**src/rtl/tag_match_cam_pkg.sv**
```systemverilog
// Shared constants and tag/index types for the tag CAM, issue-queue wakeup and LSQ.
package tag_match_cam_pkg;

  localparam int unsigned DEFAULT_ENTRIES   = 8;
  localparam int unsigned DEFAULT_TAG_WIDTH = 6;
  localparam int unsigned DEFAULT_IDX_WIDTH = $clog2(DEFAULT_ENTRIES);

  typedef logic [DEFAULT_TAG_WIDTH-1:0] tag_t;
  typedef logic [DEFAULT_IDX_WIDTH-1:0] idx_t;

endpackage

```
**src/rtl/tag_match_cam_eq_cmp.sv**
```systemverilog
// Combinational full-width equality comparator: per-bit XNOR, AND-reduced.
module eq_cmp #(
  parameter int unsigned WIDTH = 6
) (
  input  logic [WIDTH-1:0] a,
  input  logic [WIDTH-1:0] b,
  output logic             eq
);

  always_comb begin
    eq = &(a ~^ b);
  end

endmodule

```
**src/rtl/tag_match_cam.sv**
```systemverilog
// Tag CAM: ENTRIES tags with valid bits; registered search result one cycle after srch_en.
module tag_match_cam
  import tag_match_cam_pkg::*;
#(
  parameter  int unsigned ENTRIES   = DEFAULT_ENTRIES,
  parameter  int unsigned TAG_WIDTH = DEFAULT_TAG_WIDTH,
  localparam int unsigned IDX_WIDTH = $clog2(ENTRIES)
) (
  input  logic                 clk,
  input  logic                 rst,
  input  logic                 wr_en,
  input  logic [IDX_WIDTH-1:0] wr_idx,
  input  logic [TAG_WIDTH-1:0] wr_tag,
  input  logic                 inv_en,
  input  logic [IDX_WIDTH-1:0] inv_idx,
  input  logic                 flush,
  input  logic                 srch_en,
  input  logic [TAG_WIDTH-1:0] srch_tag,
  output logic                 match_valid,
  output logic [ENTRIES-1:0]   match_vec,
  output logic                 match_any,
  output logic [IDX_WIDTH-1:0] match_idx,
  output logic [ENTRIES-1:0]   entry_valid
);

  logic [TAG_WIDTH-1:0] tags_q [ENTRIES];
  logic [TAG_WIDTH-1:0] tags_d [ENTRIES];
  logic [ENTRIES-1:0]   valid_q, valid_d;
  logic [ENTRIES-1:0]   eq;

  logic                 match_valid_q, match_valid_d;
  logic [ENTRIES-1:0]   match_vec_q,   match_vec_d;
  logic                 match_any_q,   match_any_d;
  logic [IDX_WIDTH-1:0] match_idx_q,   match_idx_d;

  for (genvar g = 0; g < ENTRIES; g++) begin : g_cmp
    eq_cmp #(.WIDTH(TAG_WIDTH)) u_eq_cmp (
      .a  (tags_q[g]),
      .b  (srch_tag),
      .eq (eq[g])
    );
  end

  // Per-entry valid priority: flush > write > invalidate > hold.
  always_comb begin
    valid_d = valid_q;
    for (int unsigned i = 0; i < ENTRIES; i++) begin
      tags_d[i] = tags_q[i];
      if (inv_en && inv_idx == IDX_WIDTH'(i)) valid_d[i] = 1'b0;
      if (wr_en && wr_idx == IDX_WIDTH'(i)) begin
        valid_d[i] = 1'b1;
        tags_d[i]  = wr_tag;
      end
      if (flush) valid_d[i] = 1'b0;
    end
  end

  // Search uses pre-edge tags and valids, so same-cycle writes/flushes are not visible.
  always_comb begin
    match_valid_d = srch_en;
    match_vec_d   = srch_en ? (valid_q & eq) : '0;
    match_any_d   = |match_vec_d;
    match_idx_d   = '0;
    for (int unsigned i = ENTRIES; i > 0; i--) begin
      if (match_vec_d[i-1]) match_idx_d = IDX_WIDTH'(i - 1);
    end
  end

  always_ff @(posedge clk) begin
    if (rst) begin
      valid_q       <= '0;
      match_valid_q <= 1'b0;
      match_vec_q   <= '0;
      match_any_q   <= 1'b0;
      match_idx_q   <= '0;
    end else begin
      valid_q       <= valid_d;
      match_valid_q <= match_valid_d;
      match_vec_q   <= match_vec_d;
      match_any_q   <= match_any_d;
      match_idx_q   <= match_idx_d;
    end
  end

  // Tag storage carries no reset; contents are don't-care while invalid.
  always_ff @(posedge clk) begin
    for (int unsigned i = 0; i < ENTRIES; i++) begin
      tags_q[i] <= tags_d[i];
    end
  end

  assign match_valid = match_valid_q;
  assign match_vec   = match_vec_q;
  assign match_any   = match_any_q;
  assign match_idx   = match_idx_q;
  assign entry_valid = valid_q;

endmodule

```
**config.mk**
```make
export PLATFORM = sky130hd
export DESIGN_NAME = tag_match_cam
export DESIGN_NICKNAME = d
export VERILOG_FILES = /design/src/rtl/tag_match_cam_pkg.sv /design/src/rtl/tag_match_cam_eq_cmp.sv /design/src/rtl/tag_match_cam.sv
export SDC_FILE = /design/constraint.sdc
export NUM_CORES = 1
export LEC_CHECK = 0
export CORE_ASPECT_RATIO = 2
export CORE_MARGIN = 5
export CORE_UTILIZATION = 55
export CTS_BUF_LIST = sky130_fd_sc_hd__clkbuf_8
export DETAILED_ROUTE_END_ITERATION = 16
export GPL_ROUTABILITY_DRIVEN = 0
export GPL_TIMING_DRIVEN = 0
export PLACE_DENSITY = 0.79
export SLEW_MARGIN = 20
export SYNTH_ARGS = -nofsm -noshare
export SYNTH_HDL_FRONTEND = slang
export SYNTH_SLANG_ARGS = --single-unit
```
**constraint.sdc**
```tcl
create_clock -name clk -period 2.2 [get_ports clk]
set_clock_uncertainty 0.2 [all_clocks]
set_input_delay 0.22 -clock clk [delete_from_list [all_inputs] [get_ports clk]]
set_output_delay 0.22 -clock clk [all_outputs]
set_load 0.01 [all_outputs]
```
Word-level counts from Yosys, hierarchy flattened
Memory sizes are Yosys's and may differ from the RTL's. Cells that the tools add are included.

Memories: 1. Output and inout port bits: 21. Word-level logic and storage cells: 109. Bits in writable memories: 48. Input port bits: 24. Register bits after elaboration: 21.

Multiplexer cells: 32. Bitwise gates (word level): 9. Equality and inequality tests: 14. Reductions and logical operators: 39.

Memory list: tags_q (words 8, bits a word 6, rd ports 8, clocked after Yosys merged registers in 0, wr ports 8, line tag_match_cam.sv:26) `logic [TAG_WIDTH-1:0] tags_q [ENTRIES];`.

Operator list (number): 6-bit 2-to-1 mux (8); 6-bit AND reduction (8); 6-bit XNOR (8); 3-bit equality test (second input constant) (8); 1-bit 2-to-1 mux (17); 1-bit logical AND (16); 2-bit nonzero test (8); 3-bit by 2-bit equality test with 1-bit output (second input constant) (4); 3-bit 2-to-1 mux (4); 8-bit AND (1); 8-bit 2-to-1 mux (1); 8-bit OR reduction (1); 3-bit by 1-bit equality test with 1-bit output (second input constant) (2); 3-bit zero test (2); 5-bit OR reduction (1); 2-bit 2-to-1 mux (2); 2-bit OR reduction (2); 3-bit OR reduction (1).

Logic depth before layout (Yosys ltp)
An unclocked memory read counts as a cell.

Depth in word-level cells: 12. Gate-level depth with buffers: 7. Mapped depth without buffers: 6.

Modules after synthesis
From an unflattened synthesis, not the netlist that was laid out.

Cell total of the unflattened synthesis: 209. Area, all modules: 2797.7 µm².

By module, submodules not included: tag_match_cam (sequential area each 1861.8 µm², cells each 145, times used 1, area each 2247.2 µm²); eq_cmp (sequential area each 0.0 µm², cells each 8, times used 8, area each 68.8 µm²).

Least setup slack after synthesis
Ideal clock, no wire load.

Kind: reg2reg. Start: memory tags_q[1][17] (netlist name). End: register match_idx_q[0] (netlist: match_idx[0]). Period minus slack after synthesis: 1.593 ns. Data required time: 1.876 ns. Library setup time: 0.124 ns. Buffers on the path: 0. Setup slack: 0.607 ns. Stages on the path, launching flop included: 7. Arrival time: 1.269 ns. Path through: edfxtp_1 xor2_1 nor4_1 nand4_1 nor2b_1 o221ai_1 a21oi_1.

RTL lines: start, declared (line tag_match_cam.sv:26); end signal, assigned (line tag_match_cam.sv:81) `match_idx_q <= match_idx_d;`; end, declared (line tag_match_cam.sv:34) `logic [IDX_WIDTH-1:0] match_idx_q, match_idx_d;`.

==> results.yml <==
status:
  run_status: "completed"
worst_setup_path:
  required_ns: 2.23
  worstPathCellList: "xor2_1 > nor4_1 > nand4_1 > and2_1 > nor3b_1"
  cpMaxStageDelayCell: "nor4_1"
  crit_fanout: 4
  cp-startpoint: "tags_q[0][23]"
  reg2reg_depth: 5
  worstReg2RegEnd: "match_idx[2]"
  cp-end-kind: "register"
  r2r_slack_ns: 0.13
  crit_arrival_ns: 2.10
  crit_type: "register to register"
  start_kind: "register"
  r2r_start: "tags_q[0][23]"
  max_stage_delay_ns: 0.50
yosys:
  ys.flop_type: "edfxtp_1"
  synth-xor-area-share_pct: 14.9
  muxShareOfSynthArea_pct: 0
  syn-mean-instance-area_um2: 13.1
  synthesis.area_um2: 2810
  synthSimpleGateAreaFrac_pct: 13.6
  yosys.cell_types.count: 26
  synthCells: 214
  synth-seq-area-share_pct: 66.2
  synth_top_family_by_area: "XOR/XNOR gates"
  synth_edf_count: 48
  synth_compound_area_share_pct: 2.67
  synthAdderAreaFrac_pct: 0
  syn_nets: 238
  ys_ff_latch: 69
  async_reset_ff_share_pct: 0
  yosys_warnings: 0
power_and_ir_drop:
  pwr-share-seq_pct: 56.4
  powerDensity_nw_per_um2: 739
  worst_ir_drop_vdd_mv: 0.619
  clockPowerShare_pct: 36.2
  power.switching_uw: 550
  p_leak_nw: 1.16
  power_frac_comb_pct: 7.5
  swShare_pct: 21.6
  internal-power_mw: 2.00
timing:
  grt_setup_unrepaired: "no"
  final.period_utilization_pct: 94.1
  maxSlewHeadroom_pct: 33.5
  worstMarginPinSlew_ns: 0.990
  finalSetupViolations: 0
  timing.fmax_ghz: 0.483
  fin_crit_ns: 2.07
  drv_slew: 0
  hold_ws_ns: 0.112
  hold_violations: 0
  setup_tns_ns: 0
finish:
  fillers: 397
  layout-drive-gt1-share_pct: 8.61
  mostFrequentLayoutCell: "edfxtp_1"
  syn_to_final_growth_pct: 22.4
  diodes: 0
  final_cell_mix: "edfxtp_1, clkdlybuf4s50_1, xnor2_1"
  nets: 286
  layout.cells.non_filler: 325
die:
  top_level_ports: 45
  coreArea_um2: 5050
  core.rowCount: 37
  initial_utilization_pct: 55.7
  die_w_um: 60.6
  die_h_um: 111
  die-area_um2: 6730
run:
  drv_cap: 0
placement:
  port_buffers: 37
  dpl.hpwl_um: 4020
  dp.cells: 309
clocking:
  clock_latency_ns: 0.34
  clock-root-buffer: "clkbuf_8"
  cts_buffers: 9
  holdBufCountCts: 0
  cts.clk_slew.worst_paths_ns: 0.07
  cts.sinks: 69
  cts_max_level: 3
  cts_buffer_depth: 2
  cts_tree: "done"
global_routing:
  grt_usage_pct: 19.0
  grt_pass1_vias: 1847
  overflow: 0
  grt_pass1_wl_um: 8970
  antenna_found_initial: 0
  grt_max_degree: 12
routing:
  drc: 0
  wire_per_inst_um: 18.0
  wirelength_um: 5830
  dr.first_iter.drc_count: 100
  firstDrtPassIters: 4
  routed-via-count: 1790
  routed_via_density: 5.51
  ant_nets: 0
hold_path:
  min_from: "srch_tag[3]"
  min_path_cells: 4
  hold_path.class: "input pin to register"
  holdPathEnd: "match_vec[2]"
how the worst max path moves through the flow:
stage	slack (ns)	to
floorplan	0.61	match_idx[0]
global route	0.02	match_idx[0]
CTS	0.08	match_idx[0]
detailed placement	-0.01	tags_q[0][12]
finish	0.13	match_idx[2]
global placement	0.03	tags_q[0][13]
cell families after synthesis:
| group | after synthesis |
|---|---|
| xor gates and xnor gates | 48 |
| buffers and inverters | 10 |
| DFF | 69 |
| and+or+nand+nor | 75 |
| AOI/OAI and AO/OA | 12 |
stage by stage:
| stage | instance area, µm² | power (mW) | utilization, % | setup WS, ns |
|---|---|---|---|---|
| after detailed placement | 3260 | 1.65 | 64.5 | -0.0124 |
| after global placement | 3260 | 1.64 | 64.5 | 0.0338 |
| after floorplan | 2810 | 1.57 | - | 0.607 |
| final | 3440 | 2.55 | 68.2 | 0.129 |
| after CTS | 3440 | 2.57 | 68.1 | 0.0774 |
| after global routing | 3440 | 2.65 | 68.2 | 0.0244 |
sequential cells by signal (all words and copies together), names as in the netlist:
signal / flops
match_any: 1
tags_q: 48
match_vec: 8
match_idx: 3
entry_valid: 8
match_valid: 1
synthesized netlist by cell type (2+ instances only):
cell       n  area (µm²)
a21oi_1   10        50.1
buf_6      4        45.0
clkbuf_1   3        11.3
dfxtp_1   21         420
edfxtp_1  48        1440
nand2_1   12        45.0
nand2b_1   5        31.3
nand3_1    5        25.0
nand3b_1   2        15.0
nand4_1    9        56.3
nand4b_1   2        17.5
nor2_1    24        90.1
nor2b_1    3        18.8
nor3_1     4        20.0
nor4_1     5        31.3
xnor2_1   26         228
xor2_1    22         193
worst max-delay path, delay by kind of cell (launching register included):
| kind | cells | cell delay [ns] |
|---|---|---|
| xor gates and xnor gates | 1 | 0.16 |
| DFF | 1 | 0.39 |
| and+or+nand+nor | 4 | 1.20 |
cell type report:
| type | count | area (µm²) | share of cell area, % |
|---|---|---|---|
| Buffer | 9 | 68.8 | 2.00 |
| Clock buffer | 12 | 165 | 4.80 |
| Multi-Input combinational cell | 135 | 885 | 25.7 |
| Inverter | 1 | 3.75 | 0.109 |
| Clock inverter | 4 | 16.3 | 0.472 |
| Sequential cell | 69 | 1860 | 54.1 |
| Tap cell | 58 | 72.6 | 2.11 |
| Timing Repair Buffer | 37 | 370 | 10.8 |
per-layer routing:
metal,GRT usage (%),routed length (µm)
met1,22.1,2280
met2,30.8,3120
met3,5.24,291
met4,9.26,140
met5,0,0
power by group through the flow:
| stage | Combinational [mW] | Clock [mW] | Sequential, mW |
|---|---|---|---|
| finish | 0.190 | 0.921 | 1.43 |
| global route | 0.205 | 1.01 | 1.44 |
| CTS | 0.190 | 0.942 | 1.43 |
| detailed placement | 0.188 | 0 | 1.46 |
| global placement | 0.181 | 0 | 1.46 |
| floorplan | 0.107 | 0 | 1.46 |
what timing repair did:
action,CTS,global route
buffers inserted,0,0
gates resized for setup,0,1
endpoints found under the setup margin,0,2
Note: power is estimated with default switching activity, not from simulation.
==> RTL change 1, RTL diff (same settings) <==
The package constant `DEFAULT_TAG_WIDTH` goes from 6 to 12.
--- a/src/rtl/tag_match_cam_pkg.sv
+++ b/src/rtl/tag_match_cam_pkg.sv
@@ -2,7 +2,7 @@
 package tag_match_cam_pkg;
 
   localparam int unsigned DEFAULT_ENTRIES   = 8;
-  localparam int unsigned DEFAULT_TAG_WIDTH = 6;
+  localparam int unsigned DEFAULT_TAG_WIDTH = 12;
   localparam int unsigned DEFAULT_IDX_WIDTH = $clog2(DEFAULT_ENTRIES);
 
   typedef logic [DEFAULT_TAG_WIDTH-1:0] tag_t;
Interface: changed (resized srch_tag and wr_tag); port bits go from 45 to 57. The function was not compared with the original's and may differ.
==> RTL change 1 against the unedited design <==
  * The flow now finishes with violations (setup timing)
  * Final cell count up 57%
  * Sequential cell count up 48
  * Critical path depth up 2
  * Setup slack worse by 0.25 ns
  * Clock power up 88%
  * Area after synthesis up 72%
  * Via count up 57%
  * Power up 80%
  * Wire length up 89%
  * Final area up 71%
  * Critical endpoint is now match_idx[0]
  * Highest routed layer unchanged
==> RTL change 1: results <==
{
  "crit_path_top_delay_cell": "or4_4",
  "worstPathArrival_ns": 2.43,
  "finalSetupViolCount": 4,
  "h-tree-depth": 4,
  "regArea_um2": 3300,
  "grt_pass1_wl_um": 16900,
  "comb_power_share": 0.079,
  "synth_edf_count": 96,
  "viasPerCell": 5.51,
  "violations": "setup timing",
  "netlist_top_cells_count": "edfxtp_1, xnor2_1, nor2_1",
  "hp-start": "srch_tag[9]",
  "grtUsageMet1": 0.202,
  "met3_usage": 0.0480,
  "min_to": "match_vec[6]",
  "portBuffers": 43,
  "dieArea_um2": 10900,
  "critical-path-max-stage-delay_ns": 0.56,
  "status": "complete, but fails checks",
  "grt_usage": 0.213,
  "final-nonclk-buf-share": 0.100,
  "syn_avg_cell_area_um2": 14.6,
  "n_all_buffers": 62,
  "p_leak_nw": 1.89,
  "fin_setup_tns_ns": -0.269,
  "hold_depth": 5,
  "grt_max_degree": 17,
  "nFillCells": 644,
  "dp_cells": 477,
  "grt_use_met2": 0.403,
  "first_global_vias": 3192,
  "ys_types": 30,
  "layout.nets": 434,
  "holdWs_ns": 0.117,
  "worst_slack_ns": -0.122,
  "nFlopsAndLatches": 117
}
[RTL change 1: cell types whose count changed after synthesis, moves of 4 or more]
cell      delta
nand2_1      -4
xnor2_1     +60
edfxtp_1    +48
xor2_1      -13
nand3_1     +10
nand4_1      +8
[RTL change 1: worst min-delay path: cells and delay by family]
family                 cells  cell delay, ns
XOR/XNOR                   1            0.09
buffers and inverters      1            0.13
AND/OR/NAND/NOR            3            0.26
[RTL change 1: cell families (layout without fill, tap and decap cells)]
logic type | count (synthesis) | count (layout) | synth area share
DFF | 117 | 117 | 0.682
xor gates and xnor gates | 96 | 96 | 0.175
and+or+nand+nor | 90 | 90 | 0.102
buffers and inverters | 16 | 95 | 0.0258
AOI/OAI and AO/OA | 13 | 13 | 0.0152
[RTL change 1: layer usage]
metal / wire length [um] / up-vias
met1: 3580 / 1398
met2: 6500 / 78
met3: 511 / 23
met4: 422 / 0
met5: 0 / -
li1: - / 1319
[RTL change 1: timing repair]
action | 4_1_cts | 5_1_grt
setup endpoints to repair | 5 | 4
resized for setup | 7 | 6
hold buffers | 1 | 0
buffers inserted | 1 | 0
pin swaps | 7 | 5
endpoints found under the hold margin | 1 | 0
[RTL change 1: how the worst max path moves through the flow]
stage | startpoint | endpoint | slack, ns | cells after the start
5_1_grt | tags_q[1][0] | match_idx[0] | -0.15 | 7
2_1_floorplan | tags_q[1][7] | match_idx[0] | 0.15 | 7
3_5_place_dp | srch_tag[1] | match_idx[0] | -0.27 | 7
4_1_cts | tags_q[1][0] | match_idx[0] | -0.13 | 7
6_report | tags_q[1][0] | match_idx[0] | -0.12 | 7
3_3_place_gp | wr_en | tags_q[0][28] | -0.96 | 3
==> RTL change 2, RTL diff (same settings) <==
Made on the original files. Make the reset (`rst`) asynchronous in one clocked block.
--- a/src/rtl/tag_match_cam.sv
+++ b/src/rtl/tag_match_cam.sv
@@ -66,7 +66,7 @@
     end
   end
 
-  always_ff @(posedge clk) begin
+  always_ff @(posedge clk or posedge rst) begin
     if (rst) begin
       valid_q       <= '0;
       match_valid_q <= 1'b0;
Function: differs if rst is asserted again (counterexample within 4 cycles, from zero or initial values and one cycle with rst high); with rst held inactive, the same outputs for 10 cycles.
==> RTL change 2 against the unedited design <==
  * Non-clock buffer count shrank 2
  * Sequential share of layout area increased by 2.0 points
  * Via count down 4.7%
  * Wire length down 3.8%
  * Setup slack lost 0.012 ns
  * Final area rose by 1.8%
  * Area after synthesis up 3.6%
  * Maximum frequency decreased by 0.60%
  * Power shrank 3.7%
  * Sequential cell count stayed put
  * Critical path type is now primary input to flip-flop
==> RTL change 2: results <==
{
  "nFillCells": 374,
  "synth_fp_nets": 229,
  "critical-path-max-stage-delay_ns": 0.73,
  "relSlewSlack": 0.311,
  "grtUsageMet1": 0.182,
  "status": "finished clean",
  "worstPathArrival_ns": 2.13,
  "regToRegSetupSlack_ns": 0.24,
  "viasPerCell": 5.43,
  "area_delta_synth_final_pct": 20.3,
  "ys_seq_area_frac": 0.675,
  "synth_xor_area_frac": 0.144,
  "met3WireLength_um": 312,
  "crit_path_top_delay_cell": "clkdlybuf4s50_1",
  "async_flop_share": 0.304,
  "met3_usage": 0.0537,
  "ys_types": 27,
  "vdd_drop_max_mv": 0.600,
  "postPlaceCellArea_um2": 3360,
  "p_leak_nw": 1.29,
  "min_to": "entry_valid[5]",
  "grt_pass1_wl_um": 8800,
  "syn_avg_cell_area_um2": 14.2,
  "path_max_fanout": 9,
  "path_class": "primary input to flip-flop",
  "hp-start": "flush",
  "wl_met2_um": 3140,
  "dp_cells": 300,
  "synth_area_leaders": "edfxtp_1, dfrtp_1, xor2_1",
  "holdWs_ns": 0.0769
}
[RTL change 2: cell types whose count changed after synthesis, sizes merged, moves of 3 or more]
cell,delta
inv,+4
nand4,-3
dfxtp,-21
xor2,+3
nor2,-6
xnor2,-3
clkbuf,-3
dfrtp,+21
[RTL change 2: layout make-up]
type / count / share of cell area
buffer: 7 / 0.0150
multi-input combinational: 123 / 0.250
clock buffer: 9 / 0.0353
clock inverter: 6 / 0.00678
inverter: 5 / 0.00535
timing repair buffer: 37 / 0.106
tap: 58 / 0.0207
sequential: 69 / 0.561
[RTL change 2: power by group through the flow]
stage	registers [W]	logic, W	clock network [W]
floorplan	0.00147	0.000115	0
CTS	0.00145	0.000206	0.000828
global placement	0.00147	0.000200	0
global route	0.00145	0.000220	0.000877
detailed placement	0.00147	0.000205	0
finish	0.00145	0.000202	0.000802
[RTL change 2: what timing repair did]
item / in CTS / in global routing
buffers inserted: 0 / 0
endpoints found under the setup margin: 0 / 4
endpoints found under the hold margin: 0 / 0
